### config.mk
export PLATFORM = sky130hd
export DESIGN_NAME = inst_sequencer
export DESIGN_NICKNAME = d
export VERILOG_FILES = /design/src/rtl/inst_sequencer.sv
export SDC_FILE = /design/constraint.sdc
export NUM_CORES = 1
export LEC_CHECK = 0
export ABC_AREA = 1
export ABC_CLOCK_PERIOD_IN_PS = 11700
export BUFFER_PORTS_ARGS = -buffer_cell sky130_fd_sc_hd__buf_2
export CORE_UTILIZATION = 50
export CTS_CLUSTER_DIAMETER = 50
export CTS_CLUSTER_SIZE = 14
export DETAILED_ROUTE_END_ITERATION = 10
export GPL_ROUTABILITY_DRIVEN = 0
export PLACE_DENSITY = 0.8
export SLEW_MARGIN = 25
export SYNTH_ARGS = -nofsm -noshare
export SYNTH_HDL_FRONTEND = slang
export SYNTH_SLANG_ARGS = --single-unit
export TNS_END_PERCENT = 20
### constraint.sdc
create_clock -name clk -period 11.7 [get_ports clk]
set_clock_uncertainty 0.15 [all_clocks]
set_input_delay 0.585 -clock clk [delete_from_list [all_inputs] [get_ports clk]]
set_output_delay 0.585 -clock clk [all_outputs]
set_load 0.01 [all_outputs]
### src/rtl/inst_sequencer.sv
// Instruction sequencer: FIFO-buffered decode, descriptor fetch and two-level address loop engine.
// Optional macro PERF_CNT_EN adds saturating busy/stall cycle counters.
module inst_sequencer #(
  parameter int unsigned INST_WIDTH = 27,
  parameter int unsigned ADDR_WIDTH = 12,
  parameter int unsigned NUM_BANKS  = 4,
  parameter int unsigned FIFO_DEPTH = 4,
  parameter int unsigned LOOP_W     = 11,
  parameter int unsigned PIPE_LAT   = 3,
  localparam int unsigned BANK_W    = $clog2(NUM_BANKS),
  localparam int unsigned AW        = BANK_W + ADDR_WIDTH
) (
  input  logic                  clk,
  input  logic                  rst,
  input  logic [INST_WIDTH-1:0] inst,
  input  logic                  inst_valid,
  output logic                  inst_ready,
  output logic                  desc_rd_en,
  output logic [3:0]            desc_addr,
  input  logic [63:0]           desc_rd_data,
  output logic [AW-1:0]         rd_addr_a,
  output logic [AW-1:0]         rd_addr_b,
  output logic [AW-1:0]         rd_addr_c,
  output logic                  dp_valid,
  input  logic                  dp_ready,
  output logic [2:0]            dp_mode,
  output logic [AW-1:0]         wr_addr_d,
  output logic [NUM_BANKS-1:0]  wr_en_bank,
  output logic                  busy,
  output logic                  done,
  output logic                  err
`ifdef PERF_CNT_EN
  ,
  output logic [31:0]           cyc_busy,
  output logic [31:0]           cyc_stall
`endif
);

  localparam int unsigned PTR_W   = $clog2(FIFO_DEPTH);
  localparam int unsigned DRAIN_W = $clog2(PIPE_LAT + 1);

  typedef enum logic [2:0] {StIdle, StDec, StChk, StEx, StDrain} state_e;

  state_e                state;
  logic [INST_WIDTH-1:0] fifo_mem [FIFO_DEPTH];
  logic [PTR_W-1:0]      wr_ptr, rd_ptr;
  logic [PTR_W:0]        fifo_cnt;
  logic                  fifo_empty, fifo_full, push, pop;
  logic [INST_WIDTH-1:0] head, inst_q;
  logic [2:0]            k_q;
  logic [AW-1:0]         base_a, base_b, base_c, base_d;
  logic [LOOP_W-1:0]     outer_max, outer_q;
  logic [7:0]            inner_q;
  logic [ADDR_WIDTH-1:0] offset_q;
  logic [DRAIN_W-1:0]    drain_q;
  logic                  nop_done_q;
  logic [2:0]            opcode;
  logic [3:0]            idx_a, idx_b, idx_c, idx_d;
  logic [7:0]            ilen;
  logic [BANK_W-1:0]     bank_a, bank_b, bank_d;
  logic                  conflict, beat, beat_wr;
  logic [AW-1:0]         addr_d_cur;
  logic [PIPE_LAT-1:0]   pipe_en;
  logic [AW-1:0]         pipe_addr [PIPE_LAT];
  logic                  desc_unused;

  // Field decode of the latched instruction.
  assign opcode = inst_q[INST_WIDTH-1 -: 3];
  assign idx_a  = inst_q[INST_WIDTH-4 -: 4];
  assign idx_b  = inst_q[INST_WIDTH-8 -: 4];
  assign idx_c  = inst_q[INST_WIDTH-12 -: 4];
  assign idx_d  = inst_q[INST_WIDTH-16 -: 4];
  assign ilen   = inst_q[INST_WIDTH-20 -: 8];

  assign bank_a = base_a[AW-1:ADDR_WIDTH];
  assign bank_b = base_b[AW-1:ADDR_WIDTH];
  assign bank_d = base_d[AW-1:ADDR_WIDTH];

  assign desc_unused = ^desc_rd_data;

  // Instruction FIFO.
  assign fifo_empty = (fifo_cnt == '0);
  assign fifo_full  = (fifo_cnt == (PTR_W + 1)'(FIFO_DEPTH));
  assign inst_ready = ~fifo_full;
  assign push       = inst_valid & ~fifo_full;
  assign pop        = (state == StIdle) & ~fifo_empty;
  assign head       = fifo_mem[rd_ptr];

  always_ff @(posedge clk or posedge rst) begin
    if (rst) begin
      wr_ptr   <= '0;
      rd_ptr   <= '0;
      fifo_cnt <= '0;
    end else begin
      if (push) wr_ptr <= wr_ptr + PTR_W'(1);
      if (pop)  rd_ptr <= rd_ptr + PTR_W'(1);
      case ({push, pop})
        2'b10:   fifo_cnt <= fifo_cnt + (PTR_W + 1)'(1);
        2'b01:   fifo_cnt <= fifo_cnt - (PTR_W + 1)'(1);
        default: ;
      endcase
    end
  end

  always_ff @(posedge clk) begin
    if (push) fifo_mem[wr_ptr] <= inst;
  end

  assign conflict = opcode[2] & ((bank_d == bank_a) | (bank_d == bank_b));
  assign beat     = (state == StEx) & dp_ready;
  assign beat_wr  = beat & opcode[2];

  always_ff @(posedge clk or posedge rst) begin
    if (rst) begin
      state      <= StIdle;
      inst_q     <= '0;
      k_q        <= '0;
      base_a     <= '0;
      base_b     <= '0;
      base_c     <= '0;
      base_d     <= '0;
      outer_max  <= '0;
      outer_q    <= '0;
      inner_q    <= '0;
      offset_q   <= '0;
      drain_q    <= '0;
      nop_done_q <= 1'b0;
    end else begin
      nop_done_q <= 1'b0;
      unique case (state)
        StIdle: begin
          if (pop) begin
            if (head[INST_WIDTH-1 -: 3] == 3'b000) begin
              nop_done_q <= 1'b1;
            end else begin
              inst_q <= head;
              k_q    <= '0;
              state  <= StDec;
            end
          end
        end
        StDec: begin
          k_q <= k_q + 3'd1;
          // Read data trails the strobe by one cycle, hence k=1..4.
          case (k_q)
            3'd1: begin
              base_a    <= desc_rd_data[AW-1:0];
              outer_max <= desc_rd_data[32+LOOP_W-1:32];
            end
            3'd2:    base_b <= desc_rd_data[AW-1:0];
            3'd3:    base_c <= desc_rd_data[AW-1:0];
            3'd4:    base_d <= desc_rd_data[AW-1:0];
            default: ;
          endcase
          if (k_q == 3'd4) state <= StChk;
        end
        StChk: begin
          inner_q  <= '0;
          outer_q  <= '0;
          offset_q <= '0;
          state    <= conflict ? StIdle : StEx;
        end
        StEx: begin
          if (dp_ready) begin
            offset_q <= offset_q + ADDR_WIDTH'(1);
            if (inner_q == ilen) begin
              inner_q <= '0;
              if (outer_q == outer_max) begin
                drain_q <= '0;
                state   <= StDrain;
              end else begin
                outer_q <= outer_q + LOOP_W'(1);
              end
            end else begin
              inner_q <= inner_q + 8'd1;
            end
          end
        end
        StDrain: begin
          drain_q <= drain_q + DRAIN_W'(1);
          if (drain_q == DRAIN_W'(PIPE_LAT - 1)) state <= StIdle;
        end
        default: state <= StIdle;
      endcase
    end
  end

  // Write pipeline tracks datapath latency; never stalls.
  assign addr_d_cur = {bank_d, base_d[ADDR_WIDTH-1:0] + offset_q};

  always_ff @(posedge clk or posedge rst) begin
    if (rst) begin
      pipe_en <= '0;
      for (int i = 0; i < PIPE_LAT; i++) pipe_addr[i] <= '0;
    end else begin
      pipe_en[0]   <= beat_wr;
      pipe_addr[0] <= addr_d_cur;
      for (int i = 1; i < PIPE_LAT; i++) begin
        pipe_en[i]   <= pipe_en[i-1];
        pipe_addr[i] <= pipe_addr[i-1];
      end
    end
  end

  assign wr_addr_d  = pipe_addr[PIPE_LAT-1];
  assign wr_en_bank = pipe_en[PIPE_LAT-1] ?
                      (NUM_BANKS'(1) << pipe_addr[PIPE_LAT-1][AW-1:ADDR_WIDTH]) : '0;

  assign rd_addr_a = {bank_a, base_a[ADDR_WIDTH-1:0] + offset_q};
  assign rd_addr_b = {bank_b, base_b[ADDR_WIDTH-1:0] + offset_q};
  assign rd_addr_c = {base_c[AW-1:ADDR_WIDTH], base_c[ADDR_WIDTH-1:0] + offset_q};

  always_comb begin
    desc_addr = 4'd0;
    if (desc_rd_en) begin
      unique case (k_q[1:0])
        2'd0: desc_addr = idx_a;
        2'd1: desc_addr = idx_b;
        2'd2: desc_addr = idx_c;
        2'd3: desc_addr = idx_d;
      endcase
    end
  end

  assign desc_rd_en = (state == StDec) & (k_q < 3'd4);
  assign dp_valid   = (state == StEx);
  assign dp_mode    = (state == StIdle) ? 3'b000 : opcode;
  assign busy       = (state != StIdle) | ~fifo_empty;
  assign err        = (state == StChk) & conflict;
  assign done       = nop_done_q |
                      ((state == StDrain) & (drain_q == DRAIN_W'(PIPE_LAT - 1)));

`ifdef PERF_CNT_EN
  always_ff @(posedge clk or posedge rst) begin
    if (rst) begin
      cyc_busy  <= '0;
      cyc_stall <= '0;
    end else begin
      if (busy && (cyc_busy != '1)) cyc_busy <= cyc_busy + 32'd1;
      if ((state == StEx) && !dp_ready && (cyc_stall != '1)) cyc_stall <= cyc_stall + 32'd1;
    end
  end
`endif

endmodule

Word level (Yosys, flattened, before mapping)
Memories as Yosys holds them, arrays and structs flattened.
Cells that the tools add are included.
Widths: inputs -> output; s select.
{ "word_totals": {"register_bits": 186, "ram_bits": 108, "output_inout_bits": 73, "mem_count": 1} }
{ "mem_list": {"columns": ["name", "words", "width", "rd", "rd_clocked_by_memory_dff", "wr", "line", "source"], "rows": [
  ["fifo_mem", 4, 27, 1, 0, 1, "45", "logic [INST_WIDTH-1:0] fifo_mem [FIFO_DEPTH];"]
]} }
{ "op_classes": {"n_addsub": 13, "order_cmp": 1, "eq_ne": 27, "n_shift": 1, "n_mux": 35, "n_bitwise": 14, "reduce_logical": 19} }
{ "op_table": {"columns": ["cell", "n"], "rows": [
  ["$add 12x12->12", 4],
  ["$mux 11", 3],
  ["$mux 3", 10],
  ["$pmux 12 s2", 1],
  ["$pmux 11 s2", 1],
  ["$mux 8", 2],
  ["$pmux 4 s4", 1],
  ["$pmux 8 s2", 1],
  ["$pmux 3 s5", 1],
  ["$add 12x1->12 const B", 1],
  ["$eq 3x2->1 const B", 4],
  ["$mux 12", 1],
  ["$pmux 3 s2", 2],
  ["$add 11x1->11 const B", 1],
  ["$eq 11x11->1", 1],
  ["$reduce_and 2->1", 5],
  ["$eq 3x3->1 const B", 3],
  ["$logic_not 3->1", 3],
  ["$add 8x1->8 const B", 1],
  ["$and 1x1->1", 8],
  ["$eq 2x2->1 const B", 4],
  ["$eq 8x8->1", 1],
  ["$mux 2", 4],
  ["$mux 4", 2],
  ["20 further kinds", 45]
]} }

Depth between registers and ports, before layout
Gate-level depths: netlist of run 1.
{ "logic_depth": {"ltp_word": 5, "ltp_mapped": 13} }

Least setup slack after synthesis of run 1
OpenSTA, ideal clock, no wires.
{ "synth_path": {"path_type": "register to output", "from": "register offset_q[1]", "to": "output rd_addr_a[8]", "t_arrival_ns": 1.801, "t_required_ns": 10.965, "setup_slack_ns": 9.164, "stages_incl_launch_ff": 7, "path_buffers": 0, "cell_sequence": "dfrtp_1 > inv_1 > fa_1 > o21ai_0 > nand3_1 > nand3_1 > xor2_1"} }
{ "synth_between": {"elab_chain_len": 1} }
{ "synth_rtl": {"columns": ["element", "line", "source"], "rows": [
  ["start, declared", "54", "logic [ADDR_WIDTH-1:0] offset_q;"],
  ["start signal, assigned", "165", "offset_q <= offset_q + ADDR_WIDTH'(1);"],
  ["$add 12x12->12", "209", "assign rd_addr_a = {bank_a, base_a[ADDR_WIDTH-1:0] + offset_q};"],
  ["end, declared", "21", "output logic [AW-1:0] rd_addr_a,"]
]} }
No other way between the ends.

Worst setup path in the final report of run 1
{ "layout_path": {"from": "register offset_q[1]", "to": "output rd_addr_c[8]"} }
{ "layout_between": {"elab_chain_len": 1} }
{ "layout_rtl": {"columns": ["element", "line", "source"], "rows": [
  ["$add 12x12->12", "211", "assign rd_addr_c = {base_c[AW-1:ADDR_WIDTH], base_c[ADDR_WIDTH-1:0] + offset_q};"],
  ["end, declared", "23", "output logic [AW-1:0] rd_addr_c,"]
]} }
No other way between the ends.

==> results.toml, run 1 <==
[floorplanning]
start_util = 0.5100
fp.coreArea_um2 = 27030
io_pins = 168
dieArea_um2 = 28230
num_rows = 60
dieWidth_um = 168.0
fp.dieH_um = 168.0

[cts]
clock_path_buffers = 3
path_clk_slew_ns = 0.07
numCtsBuffers = 30
cts_tree = "done"
insertion_delay_ns = 0.56
hold_buffers = 0
cts_sinks = 294
cts_setup_buffers = 0
post_cts_resized = 0
htree_levels = 1
cts_root_buf = "clkbuf_16"

[detailed_routing]
wirelength_mm = 29.37
wl_per_cell_um = 16.47
drcViolationCount = 0
ant_nets = 0
drt_iter0_markers = 612
vias = 9604
first_pass_iters = 5
via_per_inst = 5.386

[job]
cap_violations = 0

[place]
dp_cells = 1728
io_buffers = 128
placed_area_um2 = 14570
post-place-ws_ns = 8.494
hpwl_mm = 19.53

[logic_synthesis]
syn_inst = 1316
synth_seq_cells = 294
yosys.area.top_type = "dfrtp_1"
synth_cell_types = 47
yosysWarnings = 0
syn_area_um2 = 13780
async_flop_share = 0.6327
synth_top_area_share = 0.3377
seq_area_frac_synth = 0.5730
synth_fp_nets = 1475
synthTopCellsByArea = "dfrtp_1 (34%), edfxtp_1 (24%), nand2_1 (6.3%), ha_1 (5.4%), o21ai_0 (4.7%)"
synth_edf_count = 108
avgSynthCellArea_um2 = 10.47
synth.most_common_cell = "nand2_1"
synth_ff_type = "dfrtp_1"
synth_common_cells = "nand2_1 (232), dfrtp_1 (186), o21ai_0 (130), nor2_1 (112), edfxtp_1 (108)"

[worst_setup_path]
r2r_end = "inst_q[23]"
crit_required_ns = 10.97
worstRegToRegCells = 8
arrival_ns = 2.95
worstPathMaxFanout = 9
startpoint_type = "flip-flop"
r2r_slack_ns = 8.51
rr_startpoint = "rd_ptr[0]"
critical_path_class = "reg2out"
end_kind = "primary output"

[timing]
relSlewSlack = 0.3911
fin_crit_ns = 3.688
setup_slack_ns = 8.012
fin_crit_sh = 0.3153
finalSetupTns_ns = 0
drv_slew = 0
worstMarginPinSlew_ns = 0.9133
rsz0062_at_grt = "no"
hold_viol = 0
setup_viol_count_final = 0
fmax_mhz = 271.1

[layout]
syn_to_final_growth_pct = 12.88
finish.utilization = 0.5757
multi_input_area_um2 = 5218
fin_cells = 1783
fin_area_um2 = 15560
nNetsFinal = 1578
final_layout_size_suffix_gt1_frac = 0.1637
fill_cells = 2219
regArea_um2 = 7898
diodes = 0

[global_route]
antenna_found_initial = 0
grt_start_max_net_pins = 134
grt_pass1_vias = 9402
grt_usage = 0.2096
grt.overflow.total = 0
grt_pass1_wl_mm = 46.99

[min_path]
hp-class = "in2async"

[power_and_ir_drop]
power.density_nw_per_um2 = 256.2
leakage_uw = 0.006962
ir_drop_mv = 0.1493

[run_status]
status = "finished clean"
## per-layer routing
metal  vias up  track usage  share of wire  wire [um]
met2       277       0.3736           0.50      14660
met3        59      0.03573          0.058       1690
li1       4662            -              -          -
met4         0      0.07539          0.028        836
met5         -            0              0          0
met1      4606       0.2557           0.41      12180
## metrics by stage
| step | power, uW | hold slack, ns |
|---|---|---|
| after floorplan | 2662 | 0.1812 |
| after CTS | 4012 | 0.06386 |
| after global placement | 2986 | 0.1821 |
| after global routing | 4240 | 0.07160 |
| final | 3986 | 0.08229 |
| after detailed placement | 3051 | 0.1847 |
## final cells by class
type	instances	share of cell area
sequential	294	0.5076
multi-input combinational	869	0.3353
clock buffer	41	0.05292
timing repair buffer	132	0.04310
tap	341	0.02742
inverter	92	0.02268
clock inverter	14	0.01094
## sequential cells by signal, summed over array words and instances (netlist names), 8 cells and up
name,count
base_a,14
base_b,14
base_c,14
base_d,14
fifo_mem,108
inner_q,8
inst_q,27
offset_q,12
outer_max,11
outer_q,11
pipe_addr,28
wr_addr_d,14
## worst max path at each step
stage / start / end / slack [ns]
finish: offset_q[1] / rd_addr_c[8] / 8.01
global route: offset_q[1] / rd_addr_a[8] / 7.81
CTS: offset_q[1] / rd_addr_c[8] / 8.04
detailed placement: rd_ptr[0] / inst_q[23] / 8.49
global placement: rd_ptr[0] / inst_q[23] / 8.59
floorplan: rst / base_a[0] / 5.91
## critical path, stage by stage, from the launching register on
cell and delay (ns):
dfrtp_1 0.68, inv_1 0.30, fa_1 0.53, o21ai_0 0.30
nand3_1 0.12, nand2_1 0.09, xor2_1 0.21, buf_2 0.18
## power breakdown
part	internal [uW]	total, uW	switching, uW	leakage (uW)
sequential	1390	1570	175	0.00313
combinational	580	1470	888	0.00334
clock	545	949	404	0.000487
## placed cells by master (no fill, tap or decap), drive strengths merged
| cell type | netlist | layout |
|---|---|---|
| nand2 | 240 | 240 |
| dfrtp | 186 | 186 |
| o21ai | 140 | 140 |
| buf | 41 | 132 |
| nor2 | 119 | 119 |
| edfxtp | 108 | 108 |
| inv | 91 | 95 |
| ha | 59 | 59 |
| a21oi | 56 | 56 |
| nand3 | 53 | 53 |
| clkbuf | 20 | 41 |
| xor2 | 40 | 40 |
| xnor2 | 35 | 35 |
| mux2 | 32 | 32 |
| o22ai | 25 | 25 |
| nor3 | 16 | 16 |
| nand4 | 10 | 10 |
| a31oi | 9 | 9 |
| o21bai | 8 | 8 |
| clkinv | 1 | 8 |
| fa | 5 | 5 |
| a21o | 4 | 4 |
| nand3b | 4 | 4 |
| a211oi | 3 | 3 |
| and3 | 2 | 2 |
| bufinv | 0 | 2 |
| a21boi | 1 | 1 |
| o211ai | 1 | 1 |
| o2111ai | 1 | 1 |
| nand2b | 1 | 1 |
| nor4 | 1 | 1 |
| o31ai | 1 | 1 |
| o21a | 1 | 1 |
| a41oi | 1 | 1 |
| or2 | 1 | 1 |
| clkinvlp | 0 | 1 |
## logic make-up (layout without fill, tap and decap cells)
kind of cell               Yosys count  count (layout)  synth area share
AOI/OAI and AO/OA                  251             251           0.09849
muxes                               32              32           0.03159
xor gates and xnor gates            75              75           0.04766
adders and majority gates           64              64           0.06082
and+or+nand+nor                    447             447            0.1378
buffers and inverters              153             279           0.05065
DFF                                294             294            0.5730
No activity file was read; power rests on OpenSTA's default activity.
==> inputs of run 2 (changes only) <==
--- a/config.mk
+++ b/config.mk
@@ -5,8 +5,8 @@
 export SDC_FILE = /design/constraint.sdc
 export NUM_CORES = 1
 export LEC_CHECK = 0
-export ABC_AREA = 1
-export ABC_CLOCK_PERIOD_IN_PS = 11700
+export ABC_AREA = 0
+export ABC_CLOCK_PERIOD_IN_PS = 3800
 export BUFFER_PORTS_ARGS = -buffer_cell sky130_fd_sc_hd__buf_2
 export CORE_UTILIZATION = 50
 export CTS_CLUSTER_DIAMETER = 50
==> constraint.sdc (replaced) <==
create_clock -name clk -period 3.8 [get_ports clk]
set_clock_uncertainty 0.15 [all_clocks]
set_input_delay 0.19 -clock clk [delete_from_list [all_inputs] [get_ports clk]]
set_output_delay 0.19 -clock clk [all_outputs]
set_load 0.01 [all_outputs]
==> run 2 against run 1 <==
- core utilization grew 2.9 points
- cell count shrank 14%
- count of clock-buffer cells in the layout decreased by 2
- flip-flop and latch count unchanged
- global-route usage down 0.51 points
- via count shrank 11%
- cell area grew 2.4%
- worst hold slack better by 0.097 ns
- sequential power rose to 3.0 times the previous value
- register-to-register slack got worse by 7.4 ns
- critical path type unchanged
- largest power group unchanged
==> results.toml, run 2 <==
[logic_synthesis]
synth_common_cells = "dfrtp_1 (186), edfxtp_1 (108), mux2_2 (90), ha_1 (59), xnor2_1 (53)"
synth_seq_cells = 294
synth.most_common_cell = "dfrtp_1"
synth_cell_types = 69
avgSynthCellArea_um2 = 13.53
yosys.area.top_type = "dfrtp_1"
yosysWarnings = 0
synth_fp_nets = 1162
synth_top_area_share = 0.3430
synth_edf_count = 108
syn_inst = 1003
syn_area_um2 = 13570
async_flop_share = 0.6327
seq_area_frac_synth = 0.5820
synthTopCellsByArea = "dfrtp_1 (34%), edfxtp_1 (24%), mux2_2 (7.5%), ha_1 (5.4%), mux4_2 (3.8%)"
synth_ff_type = "dfrtp_1"

[layout]
regMostFlops = "fifo_mem"
syn_to_final_growth_pct = 17.46
multi_input_area_um2 = 5245
regArea_um2 = 7900
largest_registers = "fifo_mem x108, pipe_addr x28, inst_q x27"
final_cell_mix = "dfrtp_1 (184), buf_2 (128), edfxtp_1 (108)"
fin_cells = 1540
largest_reg_flops = 108
finish.utilization = 0.6048
nNetsFinal = 1343
fill_cells = 1951
final_layout_size_suffix_gt1_frac = 0.2608
final_common_cell = "dfrtp_1"

[worst_setup_path]
path_delay_family = "compound AO/OA/AOI/OAI gates"
cp_slowest_stage_delay_ns = 0.60
crit_required_ns = 3.46
crit_buf_inv = 1
critical_path_class = "reg2out"
cp_cell_sequence = "ha_1, fa_1, a21o_1, a21oi_1, o21ai_0, a2111oi_0, nor3_1, xor2_1, buf_2"
arrival_ns = 3.34
r2r_slack_ns = 1.07
end_kind = "primary output"
slowest_stage = "a2111oi_0"
worstPathMaxFanout = 8
startpoint_type = "flip-flop"

[floorplanning]
dieArea_um2 = 27800
fp.dieH_um = 166.7
start_util = 0.5149
dieWidth_um = 166.7
num_rows = 59
io_pins = 168
fp.coreArea_um2 = 26350

[timing]
worstMarginPinSlew_ns = 0.8326
setup_viol_count_final = 0
fin_crit_sh = 0.9673
fin_crit_ns = 3.676
drv_slew = 0
relSlewSlack = 0.4429
finalSetupTns_ns = 0
setup_slack_ns = 0.1244
rsz0062_at_grt = "no"
hold_viol = 0
fmax_mhz = 272.1

[job]
cap_violations = 0

[cts]
cts_root_buf = "clkbuf_16"
clock_path_buffers = 3
cts_tree = "done"
insertion_delay_ns = 0.56
numCtsBuffers = 29
path_clk_slew_ns = 0.06
cts_sinks = 294
htree_levels = 1

[detailed_routing]
drt_iter0_markers = 555
ant_nets = 0
first_pass_iters = 5
wirelength_mm = 28.00
via_per_inst = 5.575
drcViolationCount = 0
vias = 8585
wl_per_cell_um = 18.18

[power_and_ir_drop]
fin_total_pwr_uw = 11260
ir_drop_mv = 0.6047
leakage_uw = 0.006982
power.density_nw_per_um2 = 706.1

[min_path]
hp-class = "in2async"

[place]
post-place-ws_ns = 0.7323
dp_cells = 1433
io_buffers = 128
hpwl_mm = 19.15

[global_route]
antenna_found_initial = 2
grt_start_max_net_pins = 91
grt_pass1_vias = 8708
grt_usage = 0.2045
grt.overflow.total = 0
grt_pass1_wl_mm = 44.96

[run_status]
status = "finished clean"
[run 2: routing by layer]
metal,vias up,track usage,part of all wire
li1,4020,-,-
met1,4268,0.2594,0.42
met2,244,0.3560,0.50
met3,53,0.03565,0.051
met4,0,0.06723,0.030
met5,-,0,0
[run 2: kinds of logic after synthesis]
kind of cell | count (synthesis) | synth area share
AOI/OAI and AO/OA | 154 | 0.07469
xor gates and xnor gates | 74 | 0.04776
muxes | 119 | 0.1225
and+or+nand+nor | 213 | 0.07976
DFF | 294 | 0.5820
buffers and inverters | 85 | 0.03144
adders and majority gates | 64 | 0.06178
[run 2: power by group]
part	total, uW	switching [uW]	internal [uW]
combinational	3810	1990	1820
clock	2750	1230	1520
sequential	4690	526	4160
[run 2: final timing paths]
| check | endpoint | from | cells past startpoint |
|---|---|---|---|
| setup / recovery | rd_addr_b[8] | offset_q[0] | 9 |
| hold / removal | outer_max[7] | rst | 3 |
| setup reg to reg | inst_q[21] | rd_ptr[0] | 4 |
| hold reg to reg | pipe_addr[15] | pipe_addr[29] | 0 |
| max in group asynchronous | offset_q[0] | rst | 4 |
| min in group clk | pipe_addr[15] | pipe_addr[29] | 0 |
[run 2: worst register-to-register path, cell delays in order (launching register included)]
cell     delay (ns)
dfrtp_1        0.64
mux4_1         0.67
or3_4          0.46
nand2_4        0.30
mux2_2         0.40
[run 2: cell type report]
class,count,area share
Multi-Input combinational cell,624,0.3291
Clock buffer,39,0.04851
Clock inverter,12,0.008242
Tap cell,335,0.02630
Antenna cell,1,0.0001570
Inverter,38,0.009184
Sequential cell,294,0.4956
Timing Repair Buffer,197,0.08290
[run 2: repair_timing]
action,in CTS,in global routing
setup buffers,0,0
hold endpoints to repair,211,0
endpoints found under the setup margin,0,2
resized for setup,0,2
hold buffers,55,0
[run 2: metrics by stage]
step	hold WS [ns]	instance area [um2]
floorplan	0.1389	13570
global placement	0.1831	14480
detailed placement	0.1847	14480
CTS	0.1946	15930
global route	0.2041	15940
finish	0.1790	15940
